`src/rtl/bcd_adjust_ctrl.sv`:
```
// -----------------------------------------------------------------------------
// bcd_adjust_ctrl
//   Multi-cycle sequencer for the x86 decimal-adjust instructions DAA/DAS (and
//   AAA/AAS when BCD_ASCII_ADJUST_EN is defined). It borrows the execute
//   stage's shared 8-bit adder/subtractor for one low-nibble step and one high
//   step. It then holds the adjusted result and flag write enables until
//   writeback accepts them.
//
//   Sequence: IDLE -> LOW -> HIGH -> DONE. An accept in DONE goes straight to
//   LOW, so back-to-back requests issue one every three cycles.
//
// Configuration macro:
//   BCD_ASCII_ADJUST_EN  defined     : AAA/AAS adjust AL/AH and set CF/AF.
//                        not defined : ops 10/11 take the same latency with
//                                      add_b = 0 and pass the operands through
//                                      unchanged (out_set_eflags = 0).
//
// Parameters:
//   FLAG_W          width of out_set_eflags
//                   (bit0 CF, bit1 PF, bit2 AF, bit3 ZF, bit4 SF, bit5 OF)
// Ports:
//   clk, reset      clock and synchronous active-high reset
//   in_valid/ready  request handshake; in_op 00 DAA, 01 DAS, 10 AAA, 11 AAS
//   in_al, in_ah    AL / AH operands; in_cf, in_af current CF / AF
//   add_a, add_b    shared adder operands; add_sub 1 = a-b, 0 = a+b
//   add_sum         adder result (combinational); add_cout carry/borrow out
//   out_valid/ready result handshake
//   out_al, out_ah  adjusted AL / AH; out_cf, out_af new CF / AF
//   out_set_eflags  flag write enables
// -----------------------------------------------------------------------------
module bcd_adjust_ctrl #(
  parameter int FLAG_W = 6
) (
  input  logic              clk,
  input  logic              reset,
  input  logic              in_valid,
  output logic              in_ready,
  input  logic [1:0]        in_op,
  input  logic [7:0]        in_al,
  input  logic [7:0]        in_ah,
  input  logic              in_cf,
  input  logic              in_af,
  output logic [7:0]        add_a,
  output logic [7:0]        add_b,
  output logic              add_sub,
  input  logic [7:0]        add_sum,
  input  logic              add_cout,
  output logic              out_valid,
  input  logic              out_ready,
  output logic [7:0]        out_al,
  output logic [7:0]        out_ah,
  output logic              out_cf,
  output logic              out_af,
  output logic [FLAG_W-1:0] out_set_eflags
);

  localparam int DATA_W = 8;

`ifdef BCD_ASCII_ADJUST_EN
  localparam logic ASCII_EN = 1'b1;
`else
  localparam logic ASCII_EN = 1'b0;
`endif

  localparam logic [FLAG_W-1:0] EF_DEC = FLAG_W'(6'b011111);
  localparam logic [FLAG_W-1:0] EF_ASC = FLAG_W'(6'b000101);

  typedef enum logic [1:0] {
    S_IDLE = 2'd0,
    S_LOW  = 2'd1,
    S_HIGH = 2'd2,
    S_DONE = 2'd3
  } state_t;

  state_t state, state_nxt;

  // Low-step correction: +/-06h when the low nibble needs adjusting.
  function automatic logic [DATA_W-1:0] low_adj(input logic c1);
    return c1 ? 8'h06 : 8'h00;
  endfunction

  // High-step correction: decimal ops fix the high nibble of AL (+/-60h),
  // ASCII ops carry/borrow a single unit into AH instead.
  function automatic logic [DATA_W-1:0] high_adj(input logic ascii,
                                                input logic c1,
                                                input logic c2);
    if (ascii) return c1 ? 8'h01 : 8'h00;
    return c2 ? 8'h60 : 8'h00;
  endfunction

  logic              accept;
  logic [1:0]        op_p0;
  logic [DATA_W-1:0] al_p0, ah_p0;
  logic              cf_p0, af_p0;
  logic [DATA_W-1:0] al1_p1;
  logic              cf1_p1;
  logic              c1, c2, dec_op, adj_en;

  assign in_ready  = !reset && (state == S_IDLE || (state == S_DONE && out_ready));
  assign accept    = in_valid && in_ready;
  assign out_valid = (state == S_DONE);

  assign c1     = (al_p0[3:0] > 4'd9) || af_p0;
  assign c2     = (al_p0 > 8'h99) || cf_p0;
  assign dec_op = !op_p0[1];
  // ASCII ops still run both steps when disabled, just with a zero addend.
  assign adj_en = dec_op || ASCII_EN;

  always_comb begin
    state_nxt = state;
    add_a     = '0;
    add_b     = '0;
    add_sub   = 1'b0;
    case (state)
      S_IDLE: begin
        if (accept) state_nxt = S_LOW;
      end
      S_LOW: begin
        state_nxt = S_HIGH;
        add_a     = al_p0;
        add_sub   = op_p0[0];
        add_b     = adj_en ? low_adj(c1) : '0;
      end
      S_HIGH: begin
        state_nxt = S_DONE;
        add_a     = dec_op ? al1_p1 : ah_p0;
        add_sub   = op_p0[0];
        add_b     = adj_en ? high_adj(!dec_op, c1, c2) : '0;
      end
      S_DONE: begin
        if (out_ready) state_nxt = accept ? S_LOW : S_IDLE;
      end
      default: state_nxt = S_IDLE;
    endcase
  end

  always_ff @(posedge clk) begin
    if (reset) state <= S_IDLE;
    else       state <= state_nxt;
  end

  // ---- p0: operand latch on accept ----
  always_ff @(posedge clk) begin
    if (accept) begin
      op_p0 <= in_op;
      al_p0 <= in_al;
      ah_p0 <= in_ah;
      cf_p0 <= in_cf;
      af_p0 <= in_af;
    end
  end

  // ---- p1: low-step result ----
  always_ff @(posedge clk) begin
    if (state == S_LOW) begin
      al1_p1 <= add_sum;
      cf1_p1 <= c1 && (cf_p0 || add_cout);
    end
  end

  // ---- p2: high-step result, held until writeback accepts ----
  always_ff @(posedge clk) begin
    if (reset) begin
      out_al         <= '0;
      out_ah         <= '0;
      out_cf         <= 1'b0;
      out_af         <= 1'b0;
      out_set_eflags <= '0;
    end else if (state == S_HIGH) begin
      if (dec_op) begin
        out_al         <= add_sum;
        out_ah         <= ah_p0;
        // A low-step carry on the add path implies AL >= FAh, so c2 already
        // covers it; the subtract path takes CF from c2 alone.
        out_cf         <= c2 || (cf1_p1 && !op_p0[0]);
        out_af         <= c1;
        out_set_eflags <= EF_DEC;
      end else if (ASCII_EN) begin
        out_al         <= {4'h0, al1_p1[3:0]};
        out_ah         <= add_sum;
        out_cf         <= c1;
        out_af         <= c1;
        out_set_eflags <= EF_ASC;
      end else begin
        out_al         <= al_p0;
        out_ah         <= ah_p0;
        out_cf         <= cf_p0;
        out_af         <= af_p0;
        out_set_eflags <= '0;
      end
    end
  end

endmodule

```
`config.mk`:
```
export PLATFORM = sky130hd
export DESIGN_NAME = bcd_adjust_ctrl
export DESIGN_NICKNAME = d
export VERILOG_FILES = /design/src/rtl/bcd_adjust_ctrl.sv
export SDC_FILE = /design/constraint.sdc
export NUM_CORES = 1
export LEC_CHECK = 0
export CAP_MARGIN = 20
export CORE_UTILIZATION = 35
export CTS_CLUSTER_DIAMETER = 80
export DETAILED_ROUTE_END_ITERATION = 12
export REMOVE_ABC_BUFFERS = 1
export SLEW_MARGIN = 20
export SYNTH_ARGS = -nofsm -noshare
export SYNTH_HDL_FRONTEND = slang
export SYNTH_SLANG_ARGS = --single-unit
export TNS_END_PERCENT = 20
```
`constraint.sdc`:
```
create_clock -name clk -period 5.11 [get_ports clk]
set_clock_uncertainty 0.1 [all_clocks]
set_input_delay 1.022 -clock clk [delete_from_list [all_inputs] [get_ports clk]]
set_output_delay 1.022 -clock clk [all_outputs]
set_load 0.02 [all_outputs]
```
After elaboration in Yosys (flattened, before gate mapping)
Cells that the tools add are included.

word-level totals
  output and inout port bits = 43
  bits of input ports = 33
  register bits after elaboration = 55

cells by class
  magnitude comparators = 2
  equality and inequality tests = 5
  multiplexer cells = 19
  reductions and logical operators = 15

operators with widths
  operator              number
  $mux W8               4
  $pmux W8 S2           2
  $gt A8 B8 Y1 const B  1
  $pmux W2 S4           1
  $mux W7               1
  $mux W1               6
  $mux W3               2
  $logic_and A1 B1 Y1   5
  $logic_or A1 B1 Y1    5
  $mux W5               1
  $eq A2 B2 Y1 const B  2
  $gt A4 B4 Y1 const B  1
  $mux W2               2
  $eq A2 B1 Y1 const B  1
  $logic_not A1 Y1      2
  $logic_not A2 Y1      1
  $ne A2 B1 Y1 const B  1
  $ne A2 B2 Y1 const B  1
  $reduce_and A2 Y1     1
  $reduce_or A2 Y1      1

Depth between registers and ports, before layout
Gate-level depths: netlist of the first run.

  depth in word-level cells = 8
  mapped depth = 6
  mapped depth without buffers = 5

Least setup slack after synthesis of the first run
Ideal clock, no wire load.

  path type = flip-flop to output port
  start point = register state[1]
  end point = output port add_b[2]
  buffers on the path = 2
  stages on the path, launching flop included = 7
  slack = 1.953 ns
  data arrival time = 2.035 ns
  required time = 3.988 ns
  cells stage by stage = dfxtp_1 > inv_1 > ha_1 > and2_1 > clkbuf_1 > nor3b_1 > buf_4

on the way
  cells in the longest elaborated chain, start to end = 2
  elaborated cells on any way between the ends = 3

ends and longest elaborated chain
  item                                                 RTL line  text
  start, declared                                      75        state_t state, state_nxt;
  start signal, assigned                               139       else state <= state_nxt;
  $eq A2 B2 Y1 / $eq A2 B1 Y1 (equally long branches)  114       case (state)
  $pmux W8 S2 (*)                                      114
  end, declared                                        44        output logic [7:0] add_b,

Every way passes the cells marked *; elsewhere a longest branch is shown, timed or not.

Worst setup path after layout of the first run
  start point = register state[1]
  end point = output port add_b[1]

The elaborated chain is that of the path after synthesis.

==> summary.txt, run 1 <==
Timing
  • Slew @ Worst Pin: 1.00 ns
  • Minimum clock period: 3.76 ns
  • RSZ-0062 raised after global routing: no
  • Tcrit/Tclk final: 0.737
  • Final setup viols: 0
  • Final Hold Vio Count: 0
  • Slew Limit Fails: 0
  • Highest Clock Rate: 266 MHz
  • WHS: 0.391 ns
  • Final setup TNS: 0 ns
  • Max transition margin: 0.334

Clock tree
  • Post-CTS Hold Fix Bufs: 0
  • Root Driver: clkbuf_8
  • Clock buffer depth: 2
  • Post_cts resized: 0
  • Clock Sinks: 50
  • TritonCTS Buffers: 5
  • Postcts setup bufs: 0
  • Worst-path clk slew: 0.09 ns
  • Clock tree from TritonCTS: built
  • Htree depth: 2
  • Clock Latency Late Sink: 0.30 ns

Synth
  • Post-synthesis xor/xnor area fraction: 0
  • Syn Area/Cell: 12.1 um2
  • Post-synthesis register bit count: 50
  • Yosys cell types: 26
  • Dominant cell type by area after synthesis: edfxtp_1
  • Area contributors post-synth: edfxtp_1 41%, dfxtp_1 20%, mux2i_1 12%
  • Post-Syn Instances: 176
  • Main combinational cell family by area after synthesis: multiplexers
  • Mux cell area share after synthesis: 0.123
  • Synth warn: 0
  • Adder-cell share of the synthesized area: 0.0294
  • Top cell type's share of synthesized area: 0.409
  • Seq/Total Area, Yosys: 0.606
  • Area share of and/or/nand/nor cells after synthesis: 0.0799
  • Mapped Area: 2130 um2
  • Compound-Gate Fraction of Synth Area: 0.0940

Floorplanning
  • FP Rows: 28
  • Core Region: 5890 um2
  • Die W: 80.0 um
  • Die height: 80.0 um
  • I/O pins: 76
  • Initial Util: 0.362
  • Die footprint: 6400 um2

Power and ir drop
  • Total power: 1.36 mW
  • Pwr/cell area: 466 nW/um2
  • Clock power frac: 0.173
  • VDD IR max: 0.000269 V
  • Switching pwr: 0.472 mW
  • Sequential share of power: 0.423
  • P_int: 0.893 mW
  • Lkg Pwr: 1.04 nW
  • Sw frac: 0.346
  • Combinational Power Share: 0.404

Global route
  • Met2 Usage GRT: 0.238
  • Met1 global-route usage: 0.194
  • Busiest grt layer: met2
  • Met3 usage: 0.0354
  • GRT Total Usage: 0.150
  • Gr ovfl total: 0
  • Largest net degree at the start of global routing: 32
  • First-pass GRT wire length: 7.06 mm
  • Initial antenna violation count: 0
  • Number of global-route vias before repair: 1438

Status
  • Status: completed

Route
  • Total Wirelength: 4.37 mm
  • Starting DRC count in detailed routing: 53
  • Post-route ant nets: 0
  • Avg WL per Cell: 13.8 um
  • Vias: 1470
  • Vias/cell: 4.64
  • Drt drc: 0
  • Router iterations before antenna repair: 4

Critical path
  • Crit Path Class: reg -> out
  • Worst Path Arrival: 2.64 ns
  • CP Launch Type: flop
  • CP required: 3.99 ns
  • Crit path max fanout: 10
  • Nature of the critical path endpoint: primary output

Layout
  • Layout cells sized above 1: 0.0496
  • Fillers: 575
  • Final Cell Area: 2930 um2
  • Antenna diodes: 0
  • Area growth, synth to finish: 37.6%
  • Nets: 279
  • Post-Route Utilization: 0.498

Place
  • Placed cell area: 2840 um2
  • Final Wtd Congestion: 0.673
  • # port buffers: 70
  • Dpl hpwl: 3.02 mm

Job
  • Maxcap violations: 0

Hold path
  • Hold crit path type: reg -> reg
path summary, 6_finish.rpt:
check	start	end	slack [ns]	depth (start not counted)
setup / recovery	state[1]	add_b[1]	1.35	5
hold / removal	out_al[1]	out_al[1]	0.39	2
setup reg to reg	state[0]	cf_p0	2.96	5
hold reg to reg	out_al[1]	out_al[1]	0.39	2
Yosys cell counts:
master     instances
buf_4             13
o2111ai_1          1
nand2_1            9
mux2_2             1
a31o_1             1
o211ai_1           1
mux2i_1           25
o21ai_0            8
o21a_1             2
buf_1              2
a311oi_2           1
conb_1             1
nor3_1             1
nor3b_1            1
a211oi_1          10
buf_2              2
nor2b_1            1
nand2b_1           2
and2_1             3
ha_1               5
edfxtp_1          29
inv_1              5
nor2_1            23
dfxtp_1           21
a21oi_1            6
clkbuf_1           2
cell type report:
| class | instances | area (um2) | share of cell area |
|---|---|---|---|
| multi-input combinational | 106 | 713 | 0.243 |
| tap | 75 | 93.8 | 0.0320 |
| sequential | 50 | 1290 | 0.440 |
| timing repair buffer | 73 | 723 | 0.247 |
| inverter | 5 | 18.8 | 0.00640 |
| clock buffer | 7 | 86.3 | 0.0294 |
| clock inverter | 1 | 5.00 | 0.00171 |
critical path: stages, from the launching register on:
cell,delay (ns)
dfxtp_1,0.35
inv_1,0.10
ha_1,0.46
and2_1,0.43
nor3b_1,0.33
clkdlybuf4s50_1,0.66
flip-flops by register name (all words and copies together), names as in the netlist, 2 cells and up:
name    cells
ah_p0       8
al1_p1      8
al_p0       8
out_ah      8
out_al      8
op_p0       2
state       2
layer usage:
layer  vias up  routed length [um]
met5         -                   0
met4         0                  70
met3         7                 252
met2        52                1940
met1       674                2110
li1        737                   -
power by group through the flow:
stage / combinational, mW / clock (mW) / sequential, mW
after floorplan: 0.249 / 0 / 0.647
after global placement: 0.549 / 0 / 0.588
after detailed placement: 0.557 / 0 / 0.588
after CTS: 0.558 / 0.244 / 0.579
after global routing: 0.606 / 0.256 / 0.590
final: 0.551 / 0.237 / 0.577
cell families (layout without fill, tap and decap cells):
group,Yosys count,in the layout
adders and majority gates,5,5
and+or+nand+nor,40,40
DFF,50,50
other,1,5
AOI/OAI and AO/OA,30,30
buffers and inverters,24,86
muxes,26,26
per-stage QoR:
step | worst slack (ns) | std cells
2_1_floorplan | 1.53 | 161
3_3_place_gp | 1.59 | 309
3_5_place_dp | 1.58 | 309
4_1_cts | 1.24 | 317
5_1_grt | 1.11 | 317
6_report | 1.35 | 317
placed cells by master, fill, tap and decap left out, types with 2 or more instances in the layout:
cell type	n
inv_1	5
mux2i_1	25
dfxtp_1	21
a211oi_1	10
clkdlybuf4s50_1	70
nand2_1	9
o21ai_0	8
and2_1	3
buf_4	3
conb_1	5
clkbuf_8	6
o21a_1	2
edfxtp_1	29
nor2_1	23
nand2b_1	2
a21oi_1	6
ha_1	5
Power figures use the tool's default switching activity.
==> run 2: changes to the inputs <==
- PLACE_DENSITY: unset -> 0.67
- clock period: 5.11 -> 3.3 ns (I/O delays scaled with it)
==> run 2 against run 1 <==
Effect of this change: die area stayed put; first-iteration DRC count is 60% higher; critical path depth is 2 higher; sequential cell count stayed put; non-clock buffer count is 3 higher; sequential power is 55% higher; final cell count is 0.95% higher; hold slack hardly changed; register-to-register slack worse by 1.4 ns; sequential share of layout area is 0.81 points lower; highest routed layer unchanged.
==> summary.txt, run 2 (synthesized netlist as in run 1, its figures left out) <==
Critical path
  • WP buf/inv: 3 (+1)
  • Crit path from: state[0]
  • Crit path max fanout: 6 (-4)
  • Flop2flop setup slack: 1.57 ns (-1.39 ns)
  • Max stage delay on crit path: 0.65 ns (about the same)
  • Worst Path Arrival: 2.29 ns (-0.35 ns)
  • R2R Path Start: state[0]
  • Crit Path Class: reg -> out
  • Worst path slowest cell: clkdlybuf4s50_1
  • CP required: 2.54 ns (-1.45 ns)
  • Nature of the critical path endpoint: primary output
  • CP Cell Sequence: inv_1 > ha_1 > and2_1 > buf_4 > nand2_1 > o21ai_0 > clkdlybuf4s50_1
  • Reg2Reg Depth: 6 (+1)
  • CP Launch Type: flop
  • Critical R2R Capture: op_p0[0]
  • Crit path max-delay family: buffers and inverters

Timing
  • Tcrit/Tclk final: 0.925
  • RSZ-0062 raised after global routing: no
  • Final worst setup slack: 0.247 ns (-1.10 ns)
  • Final setup TNS: 0 ns (unchanged)
  • Final Hold Vio Count: 0 (unchanged)
  • Slew Limit Fails: 0 (unchanged)
  • Minimum clock period: 3.05 ns
  • Highest Clock Rate: 327 MHz
  • Final setup viols: 0 (unchanged)
  • WHS: 0.391 ns (+0.000403 ns)

Clock tree
  • TritonCTS Buffers: 5 (unchanged)
  • Clock Latency Late Sink: 0.29 ns (about the same)
  • Postcts setup bufs: 0 (unchanged)
  • Root Driver: clkbuf_8
  • Clock Sinks: 50 (unchanged)
  • Htree depth: 2 (unchanged)
  • Worst-path clk slew: 0.09 ns (about the same)
  • Clock buffer depth: 2 (unchanged)
  • Clock tree from TritonCTS: built

Layout
  • Most frequent cells in the layout: 70 x clkdlybuf4s50_1, 29 x edfxtp_1, 25 x mux2i_1
  • Area growth, synth to finish: 40.2%
  • Layout cells sized above 1: 0.0612 (+0.0116)
  • Nets: 282 (+1.1%)
  • Fillers: 560 (-2.6%)
  • Most common cell after layout, fill and taps aside: clkdlybuf4s50_1
  • Antenna diodes: 0 (unchanged)

Route
  • Vias: 1462 (-0.54%)
  • Vias/cell: 4.57 (-1.5%)
  • Router iterations before antenna repair: 4 (unchanged)
  • Starting DRC count in detailed routing: 85 (+60%)
  • Total Wirelength: 4.51 mm (+3.2%)
  • Drt drc: 0 (unchanged)
  • Avg WL per Cell: 14.1 um (+2.2%)
  • Post-route ant nets: 0 (unchanged)

Global route
  • GRT Total Usage: 0.152 (+0.00177)
  • Initial antenna violation count: 0 (unchanged)
  • First-pass GRT wire length: 7.25 mm (+2.7%)
  • Gr ovfl total: 0 (unchanged)
  • Number of global-route vias before repair: 1457 (+1.3%)
  • Largest net degree at the start of global routing: 31 (-3.1%)

Place
  • Final Wtd Congestion: 0.722 (+7.3%)
  • Pre-CTS setup slack: 0.481 ns (-1.10 ns)
  • Dpl hpwl: 3.26 mm (+7.7%)
  • # port buffers: 70 (unchanged)

Floorplanning
  • Die height: 80.0 um (unchanged)
  • Die footprint: 6400 um2 (unchanged)
  • Die W: 80.0 um (unchanged)
  • FP Rows: 28 (unchanged)
  • I/O pins: 76 (unchanged)
  • Initial Util: 0.362 (unchanged)
  • Core Region: 5890 um2 (unchanged)

Power and ir drop
  • Lkg Pwr: 1.07 nW (+2.4%)
  • VDD IR max: 0.000409 V (+52%)
  • Pwr/cell area: 731 nW/um2 (+57%)

Hold path
  • HP Start: out_al[2]
  • WHS Endpoint: out_al[2]
  • WHS Path Cells: 2 (unchanged)
  • Hold crit path type: reg -> reg

Job
  • Maxcap violations: 0 (unchanged)

Status
  • Status: completed
==> run 2: worst max path at each step <==
stage / endpoint / slack [ns] / cells past startpoint
4_1_cts: add_b[6] / 0.14 / 5
3_5_place_dp: add_b[6] / 0.48 / 5
2_1_floorplan: add_b[5] / 0.08 / 4
3_3_place_gp: add_b[5] / 0.54 / 5
5_1_grt: add_a[1] / 0.04 / 7
6_report: add_a[4] / 0.25 / 7
==> run 2: layout make-up <==
class | count | area (um2) | area share
Multi-Input combinational cell | 106 | 718 | 0.240
Tap cell | 75 | 93.8 | 0.0314
Sequential cell | 50 | 1290 | 0.432
Inverter | 5 | 18.8 | 0.00628
Clock buffer | 7 | 76.3 | 0.0256
Clock inverter | 1 | 30.0 | 0.0101
Timing Repair Buffer | 76 | 758 | 0.254
==> run 2: layer usage <==
metal / routed length [um] / global-route usage
met5: 0 / 0
met4: 38 / 0.0536
met3: 164 / 0.0297
met2: 2270 / 0.252
met1: 2040 / 0.196
==> run 2: tightest hold or removal path, delay by kind of cell (launching register included) <==
family          cells  cell delay (ns)
compound gates      1             0.05
flops               1             0.32
simple gates        1             0.08
==> run 2: timing repair <==
item	in CTS	in global routing
resized for setup	0	1
hold buffers	0	0
setup endpoints to repair	0	2
==> run 2: through the flow <==
step                cells  utilization  area, um2  power, mW
floorplan             161            -       2020       1.39
global placement      312        0.489       2880       1.78
detailed placement    312        0.489       2880       1.80
CTS                   320        0.507       2980       2.22
global route          320        0.507       2990       2.33
finish                320        0.507       2990       2.18
==> run 2: power by group <==
part           internal, mW  total, mW  switching (mW)
combinational         0.411      0.875           0.464
sequential            0.818      0.894          0.0759
clock                 0.227      0.414           0.187
